### src/rtl/bcd_counter_2d_pkg.sv
// BCD digit definitions shared by the two-digit counter and its decade cells.
package bcd_counter_2d_pkg;

  localparam int unsigned BCD_W = 4;

  typedef logic [BCD_W-1:0] bcd_t;

  localparam bcd_t BCD_MAX = 4'd9;
  localparam bcd_t BCD_MIN = 4'd0;

  // Nibbles above 9 are forced to 9 so a digit never holds a non-BCD code.
  function automatic bcd_t bcd_clamp(input logic [BCD_W-1:0] v);
    return (v > BCD_MAX) ? BCD_MAX : v;
  endfunction

endpackage

### src/rtl/bcd_counter_2d_digit.sv
// One BCD decade: clear > load > increment/decrement, with combinational carry/borrow out.
module bcd_digit
  import bcd_counter_2d_pkg::*;
(
  input  logic             clk,
  input  logic             rst_n,
  input  logic             inc,
  input  logic             dec,
  input  logic             clr,
  input  logic             ld,
  input  logic [BCD_W-1:0] ld_val,
  output logic [BCD_W-1:0] q,
  output logic             carry,
  output logic             borrow
);

  assign carry  = inc && (q == BCD_MAX);
  assign borrow = dec && (q == BCD_MIN);

  always_ff @(posedge clk or negedge rst_n) begin
    if (!rst_n) begin
      q <= '0;
    end else if (clr) begin
      q <= '0;
    end else if (ld) begin
      q <= bcd_clamp(ld_val);
    end else if (inc) begin
      q <= (q == BCD_MAX) ? BCD_MIN : q + 1'b1;
    end else if (dec) begin
      q <= (q == BCD_MIN) ? BCD_MAX : q - 1'b1;
    end
  end

endmodule

### src/rtl/bcd_counter_2d.sv
// Two-digit BCD up/down counter with tick prescaler, load/clear and wrap pulse.
module bcd_counter_2d
  import bcd_counter_2d_pkg::*;
#(
  parameter int unsigned PRESCALE = 50_000_000,
  parameter bit          WRAP     = 1'b1
) (
  input  logic       clk,
  input  logic       rst_n,
  input  logic       enable,
  input  logic       up_down,
  input  logic       clear,
  input  logic       load,
  input  logic [7:0] load_value,
  output logic [3:0] units,
  output logic [3:0] tens,
  output logic       wrap_pulse,
  output logic       at_limit
);

  localparam int unsigned PW = (PRESCALE > 1) ? $clog2(PRESCALE) : 1;
  localparam logic [PW-1:0] LAST = PW'(PRESCALE - 1);

  logic [PW-1:0] presc;
  logic          tick;
  logic          sat_hold;
  logic          step;
  logic          u_carry, u_borrow;
  logic          t_carry, t_borrow;

  assign tick     = enable && (presc == LAST);
  assign at_limit = up_down ? ((tens == BCD_MAX) && (units == BCD_MAX))
                            : ((tens == BCD_MIN) && (units == BCD_MIN));

  // In saturating mode a tick at the limit is swallowed before reaching the digits.
  assign sat_hold = tick && at_limit && !WRAP;
  assign step     = tick && !sat_hold;

  bcd_digit u_units (
    .clk    (clk),
    .rst_n  (rst_n),
    .inc    (step && up_down),
    .dec    (step && !up_down),
    .clr    (clear),
    .ld     (load),
    .ld_val (load_value[3:0]),
    .q      (units),
    .carry  (u_carry),
    .borrow (u_borrow)
  );

  bcd_digit u_tens (
    .clk    (clk),
    .rst_n  (rst_n),
    .inc    (u_carry),
    .dec    (u_borrow),
    .clr    (clear),
    .ld     (load),
    .ld_val (load_value[7:4]),
    .q      (tens),
    .carry  (t_carry),
    .borrow (t_borrow)
  );

  always_ff @(posedge clk or negedge rst_n) begin
    if (!rst_n) begin
      presc <= '0;
    end else if (clear || load) begin
      presc <= '0;
    end else if (enable) begin
      presc <= tick ? '0 : presc + 1'b1;
    end
  end

  // A tens carry/borrow out only occurs on a real wrap, since saturation blocks the step.
  always_ff @(posedge clk or negedge rst_n) begin
    if (!rst_n) begin
      wrap_pulse <= 1'b0;
    end else if (clear || load) begin
      wrap_pulse <= 1'b0;
    end else begin
      wrap_pulse <= t_carry || t_borrow;
    end
  end

endmodule

### config.mk
export PLATFORM = sky130hd
export DESIGN_NAME = bcd_counter_2d
export DESIGN_NICKNAME = d
export VERILOG_FILES = /design/src/rtl/bcd_counter_2d_pkg.sv /design/src/rtl/bcd_counter_2d_digit.sv /design/src/rtl/bcd_counter_2d.sv
export SDC_FILE = /design/constraint.sdc
export NUM_CORES = 1
export LEC_CHECK = 0
export ABC_AREA = 1
export BUFFER_PORTS_ARGS = -buffer_cell sky130_fd_sc_hd__buf_2
export CAP_MARGIN = 10
export CORE_ASPECT_RATIO = 1.75
export CORE_UTILIZATION = 60
export DETAILED_ROUTE_END_ITERATION = 7
export PLACE_DENSITY = 0.81
export SETUP_SLACK_MARGIN = 0.5
export SKIP_CTS_REPAIR_TIMING = 1
export SLEW_MARGIN = 0
export SYNTH_ARGS = -nofsm -noshare
export SYNTH_HDL_FRONTEND = slang
export SYNTH_SLANG_ARGS = --single-unit
export TNS_END_PERCENT = 1
### constraint.sdc
create_clock -name clk -period 2.2 [get_ports clk]
set_input_delay 0.11 -clock clk [delete_from_list [all_inputs] [get_ports clk]]
set_output_delay 0.11 -clock clk [all_outputs]
set_load 0.005 [all_outputs]
## Word level (Yosys, flattened, before mapping)

Index checks and enable logic that the tools add are counted.
Widths: inputs -> output; s select.

- Bits in registers: 35
- Latch bits: 0
- Bits in writable memories: 0
- Bits in read-only memories: 0
- Input port bits: 14
- Output and inout bits: 10
- Logic and storage cells: 50
- Memories: 0

- Add/sub/neg operators: 5
- Multipliers: 0
- Div/mod/pow operators: 0
- $lt $le $gt $ge: 2
- Equal/unequal tests: 3
- Shifts and indexed selects: 0
- Muxes and demuxes: 19
- Bitwise gates (word level): 0
- Reductions and logical operators: 17

Operators with widths:

| cell | count |
|---|---|
| $mux 26 | 3 |
| $mux 4 | 14 |
| $add 26x1->26 const B | 1 |
| $eq 26x26->1 const B | 1 |
| $logic_and 1x1->1 | 9 |
| $add 4x1->4 const B | 2 |
| $eq 4x4->1 const B | 2 |
| $gt 4x4->1 const B | 2 |
| $logic_not 4->1 | 2 |
| $reduce_bool 4->1 | 2 |
| $sub 4x1->4 const B | 2 |
| $logic_or 1x1->1 | 2 |
| $mux 1 | 2 |
| $reduce_bool 2->1 | 1 |
| $logic_not 1->1 | 1 |

## Longest topological paths before layout

- Depth after elaboration: 8
- Gate-level depth with buffers: 14
- Depth with buffers taken out: 14

## Hierarchy

Synthesis repeated with hierarchy kept, for this count alone.

- Cell total of the unflattened synthesis: 432
- Area total of the unflattened synthesis: 2777.7 µm²

Modules (own cells, without submodules):

| module | times used | cells each | area each (µm²) |
|---|---|---|---|
| bcd_counter_2d | 1 | 278 | 1854.3 |
| bcd_digit | 2 | 77 | 461.7 |

## Least setup slack after synthesis

OpenSTA, ideal clock, no wires.

- Path type: register to register
- From: register presc[0]
- To: register u_units.q[2]
- Setup time: 0.117 ns
- Arrival time: 1.532 ns
- Required time: 2.083 ns
- Path slack: 0.551 ns
- Stages on the path, launching flop included: 13
- Buffers on the path: 0
- Period minus slack after synthesis: 1.649 ns
- Cells stage by stage: dfrtp_1 > ha_1 > nand3_1 > nor2_1 > nand2_1 > nor2_4 > nand2_2 > clkinv_1 > o21ai_0 > nand3_1 > nand2_1 > nand2_1 > nand2_1

- Word-level cells in the longest chain between the ends: 6
- Elaborated cells on any way between the ends: 8

RTL lines:

| element | line | source |
|---|---|---|
| start: declaration | bcd_counter_2d.sv:24 | `logic [PW-1:0] presc;` |
| start signal: assignment | bcd_counter_2d.sv:71 | `presc <= tick ? '0 : presc + 1'b1;` |
| $eq 26x26->1 * | bcd_counter_2d.sv:31 | `assign tick = enable && (presc == LAST);` |
| $logic_and 1x1->1 * | bcd_counter_2d.sv:31 |  |
| $logic_and 1x1->1 | bcd_counter_2d.sv:42 | `.inc (step && up_down),` |
| $mux 4 | bcd_counter_2d_digit.sv:27 | `end else if (inc) begin` |
| $mux 4 | bcd_counter_2d_digit.sv:25 | `end else if (ld) begin` |
| $mux 4 | bcd_counter_2d_digit.sv:23 | `end else if (clr) begin` |
| end signal: assignment | bcd_counter_2d_digit.sv:26 | `q <= bcd_clamp(ld_val);` |
| end signal: assignment | bcd_counter_2d_digit.sv:28 | `q <= (q == BCD_MAX) ? BCD_MIN : q + 1'b1;` |
| end signal: assignment | bcd_counter_2d_digit.sv:30 | `q <= (q == BCD_MIN) ? BCD_MAX : q - 1'b1;` |
| end: declaration | bcd_counter_2d_digit.sv:12 | `output logic [BCD_W-1:0] q,` |

Mark *: on every way between the ends. The rest lies on a longest branch, timed or not.
A chain may end at the register's enable or synchronous reset.

## Worst setup path after layout

- From: register presc[1]
- To: register presc[11]

- Word-level cells in the longest chain between the ends: 5
- Elaborated cells on any way between the ends: 6

RTL lines:

| element | line | source |
|---|---|---|
| parallel branches: the longest is 2 deep, another holds $add 26x1->26 | -- |  |
| $mux 26 * | bcd_counter_2d.sv:71 |  |
| $mux 26 * | bcd_counter_2d.sv:70 | `end else if (enable) begin` |
| $mux 26 * | bcd_counter_2d.sv:68 | `end else if (clear \|\| load) begin` |

Every way passes the cells marked *. The select of a mux whose other input is x is not followed.

==> results.cfg <==
[run_status]
status = finished, final reports clean

[sta]
fmax_mhz = 547
share_of_the_clock_period_used_by_the_worst_path_pct = 83.1
tightestPinTransition_ns = 0.786
report.final.hold_viol_count = 0
fin_worst_skew_ns = 0.00253
relative_slew_slack_pct = 47.6
report.final.slew_viol_count = 0
min_period_ns = 1.83
setup_violations = 0
finalSetupTns_ns = 0
unrepaired_setup_endpoints_after_global_routing = yes

[cells_and_area]
syn2layout_area_growth_pct = 19.5
antenna_cells_inserted = 0
layout.area.seq_um2 = 885
layout.cells.non_filler = 457
nets = 429
final_layout_size_suffix_gt1_share_pct = 23.2
area_used_by_multi_input_combinational_logic_um2 = 1560
fillerInstances = 333

[floorplan]
core_um2 = 3980
io_pins = 24
chipHeight_um = 88.0
core.rowCount = 30
die-area_um2 = 4500
chipWidth_um = 51.2
start_util_pct = 63.8

[logic_synthesis]
yosys.cell_count.top_type = sky130_fd_sc_hd__nand2_1
synthFlopType = sky130_fd_sc_hd__dfrtp_1
synth-compound-area-share_pct = 8.38
synth-adder-area-share_pct = 3.45
number_of_enable_type_register_cells_in_the_synthesized_netlist = 0
synth_top_cells_by_area = sky130_fd_sc_hd__dfrtp_1 (35%), sky130_fd_sc_hd__nand2_1 (15%), sky130_fd_sc_hd__nor2_1 (7.5%)
syn-num-nets = 387
synthArstFlopShare_pct = 100
synth_seq_area_share_pct = 34.5
syn-instance-count = 366
post-synth-top-area-fraction_pct = 34.5
synth-warning-count = 0
post-synth-top-area-cell = sky130_fd_sc_hd__dfrtp_1
post_synth_instance_area_um2 = 2540
synthDistinctLibCells = 39
synth_simple_gate_area_share_pct = 42.3
yosys.area_share.xor_xnor_pct = 3.45
synth.mux.area_fraction_pct = 0
synth-seq-cells = 35
synthesis.area_per_instance_um2 = 6.93
ys_top_cells_by_count = sky130_fd_sc_hd__nand2_1 (100), sky130_fd_sc_hd__nor2_1 (51), sky130_fd_sc_hd__inv_1 (43)
synth_top_family_by_area = simple AND/OR/NAND/NOR gates

[place]
dp.final_hpwl_um = 4850
place.gp.congestion = 0.914
port_buffers = 23
place_inst = 437

[setup_path]
worst_setup_path_endpoint = presc[11]
worst-endpoint-arrival_ns = 2.01
crit_type = flop to flop
r2r-start = presc[1]
critPathTopFamily = simple AND/OR/NAND/NOR gates
crit_fanout = 11
regToRegEndpoint = presc[11]
timing.critical_path.slowest_cell_delay_ns = 0.42
critical_path.cell_chain = ha_4 > nand3_4 > nor2_1 > nand2_1 > nor2_4 > nor3_4 > buf_12 > o21ai_2 > o21ai_2 > nor2_1 > nor2_1
critPathLaunchType = flop
cpMostUsedCell = sky130_fd_sc_hd__nor2_1
timing.critical_path.from = presc[1]
slowest_stage = sky130_fd_sc_hd__dfrtp_1
reg2reg_depth = 11
reg2reg_slack_ns = 0.37
worstSetupEndpointType = flop
critPathBufInv = 1
cp_num_cells = 11
required_ns = 2.38

[global_routing]
wire_length_of_the_first_global_routing_pass_um = 10400
initial_antenna_violation_count = 0
global_route.usage.total_pct = 30.8
first_global_vias = 2490
grt-ovfl-total = 0
grt_start_max_net_pins = 36

[cts]
clk-insertion-delay-late_ns = 0.29
tritoncts = yes
path_clk_slew_ns = 0.07
cts_inserted_buffers = 5
cts_num_sinks = 35
h-tree-depth = 2
cts_max_path_buffers = 2
cts.root.buffer_cell = sky130_fd_sc_hd__clkbuf_8

[routing]
drt_wl_total_um = 6610
drcViolationCount = 0
via_per_inst = 5.57
antenna_violation_net_count_after_detailed_routing = 0
drt_iter0_drc = 81
drt-pass1-iter-count = 4
drt-wirelength-per-cell_um = 14.5
via_count = 2546

[pwr]
power_leakage_nw = 1.46
peakVddDrop_mv = 0.496
power_per_cell_area_nw_per_um2 = 506
fin_total_pwr_mw = 1.54

[min_path]
hp-class = input pin to flop

[job]
max_cap_violations = 0
==> worst min-delay path by stage <==
stage / from / to / slack [ns] / cells past startpoint
2_1_floorplan: rst_n / presc[0] / -0.19 / 0
3_3_place_gp: rst_n / presc[14] / 0.23 / 1
3_5_place_dp: rst_n / presc[14] / 0.23 / 1
4_1_cts: rst_n / presc[14] / -0.08 / 1
5_1_grt: load_value[1] / u_units.q[1] / 0.16 / 5
6_report: load_value[2] / u_units.q[2] / 0.12 / 5
==> cells in the final DEF (no fill, tap or decap), types with 8 or more instances in the layout <==
| cell type | count |
|---|---|
| sky130_fd_sc_hd__nor2_1 | 48 |
| sky130_fd_sc_hd__buf_4 | 14 |
| sky130_fd_sc_hd__a21oi_1 | 9 |
| sky130_fd_sc_hd__nand3_1 | 30 |
| sky130_fd_sc_hd__xor2_1 | 8 |
| sky130_fd_sc_hd__inv_1 | 42 |
| sky130_fd_sc_hd__buf_2 | 23 |
| sky130_fd_sc_hd__o21ai_0 | 12 |
| sky130_fd_sc_hd__dfrtp_1 | 28 |
| sky130_fd_sc_hd__nor3_1 | 8 |
| sky130_fd_sc_hd__nand2_1 | 96 |
==> kinds of logic after synthesis <==
kind of cell / count (synthesis)
AOI/OAI and AO/OA: 36
xor gates and xnor gates: 10
DFF: 35
and+or+nand+nor: 227
buffers and inverters: 51
adders and majority gates: 7
==> worst min-delay path: stages <==
cell and delay [ns]:
sky130_fd_sc_hd__buf_2 0.09, sky130_fd_sc_hd__nand2_1 0.04, sky130_fd_sc_hd__nand2_1 0.05, sky130_fd_sc_hd__nand2_1 0.05, sky130_fd_sc_hd__nand2_1 0.05
==> power breakdown <==
group / internal, mW / total, mW / switching, mW
clock network: 0.286 / 0.525 / 0.239
registers: 0.663 / 0.700 / 0.0367
logic: 0.124 / 0.311 / 0.186
==> sequential cells by signal (all words and copies together) (netlist names) <==
name / cells
u_units.q: 4
wrap_pulse: 1
u_tens.q: 4
presc: 26
==> routing by layer <==
| metal | share of wire, % | global-route usage, % | routed length [um] |
|---|---|---|---|
| met1 | 36 | 29.0 | 2360 |
| met2 | 55 | 59.2 | 3650 |
| met3 | 3.7 | 5.21 | 245 |
| met4 | 5.3 | 18.9 | 348 |
| met5 | 0 | 0 | 0 |
==> final cells by class <==
cell class	count	share of cell area [%]
Multi-Input combinational cell	280	51.3
Sequential cell	35	29.2
Timing Repair Buffer	39	8.25
Inverter	47	5.94
Clock buffer	8	3.30
Tap cell	48	1.98
==> stage by stage <==
stage | hold slack [ns] | worst slack (ns) | util (%) | instance area, um2
floorplan | -0.186 | 0.551 | - | 2540
global placement | 0.225 | 0.334 | 68.3 | 2720
detailed placement | 0.233 | 0.250 | 68.3 | 2720
CTS | -0.0783 | 0.237 | 70.8 | 2820
global route | 0.163 | 0.275 | 76.2 | 3030
finish | 0.120 | 0.371 | 76.2 | 3030
Note: power is estimated with default switching activity, not from simulation.
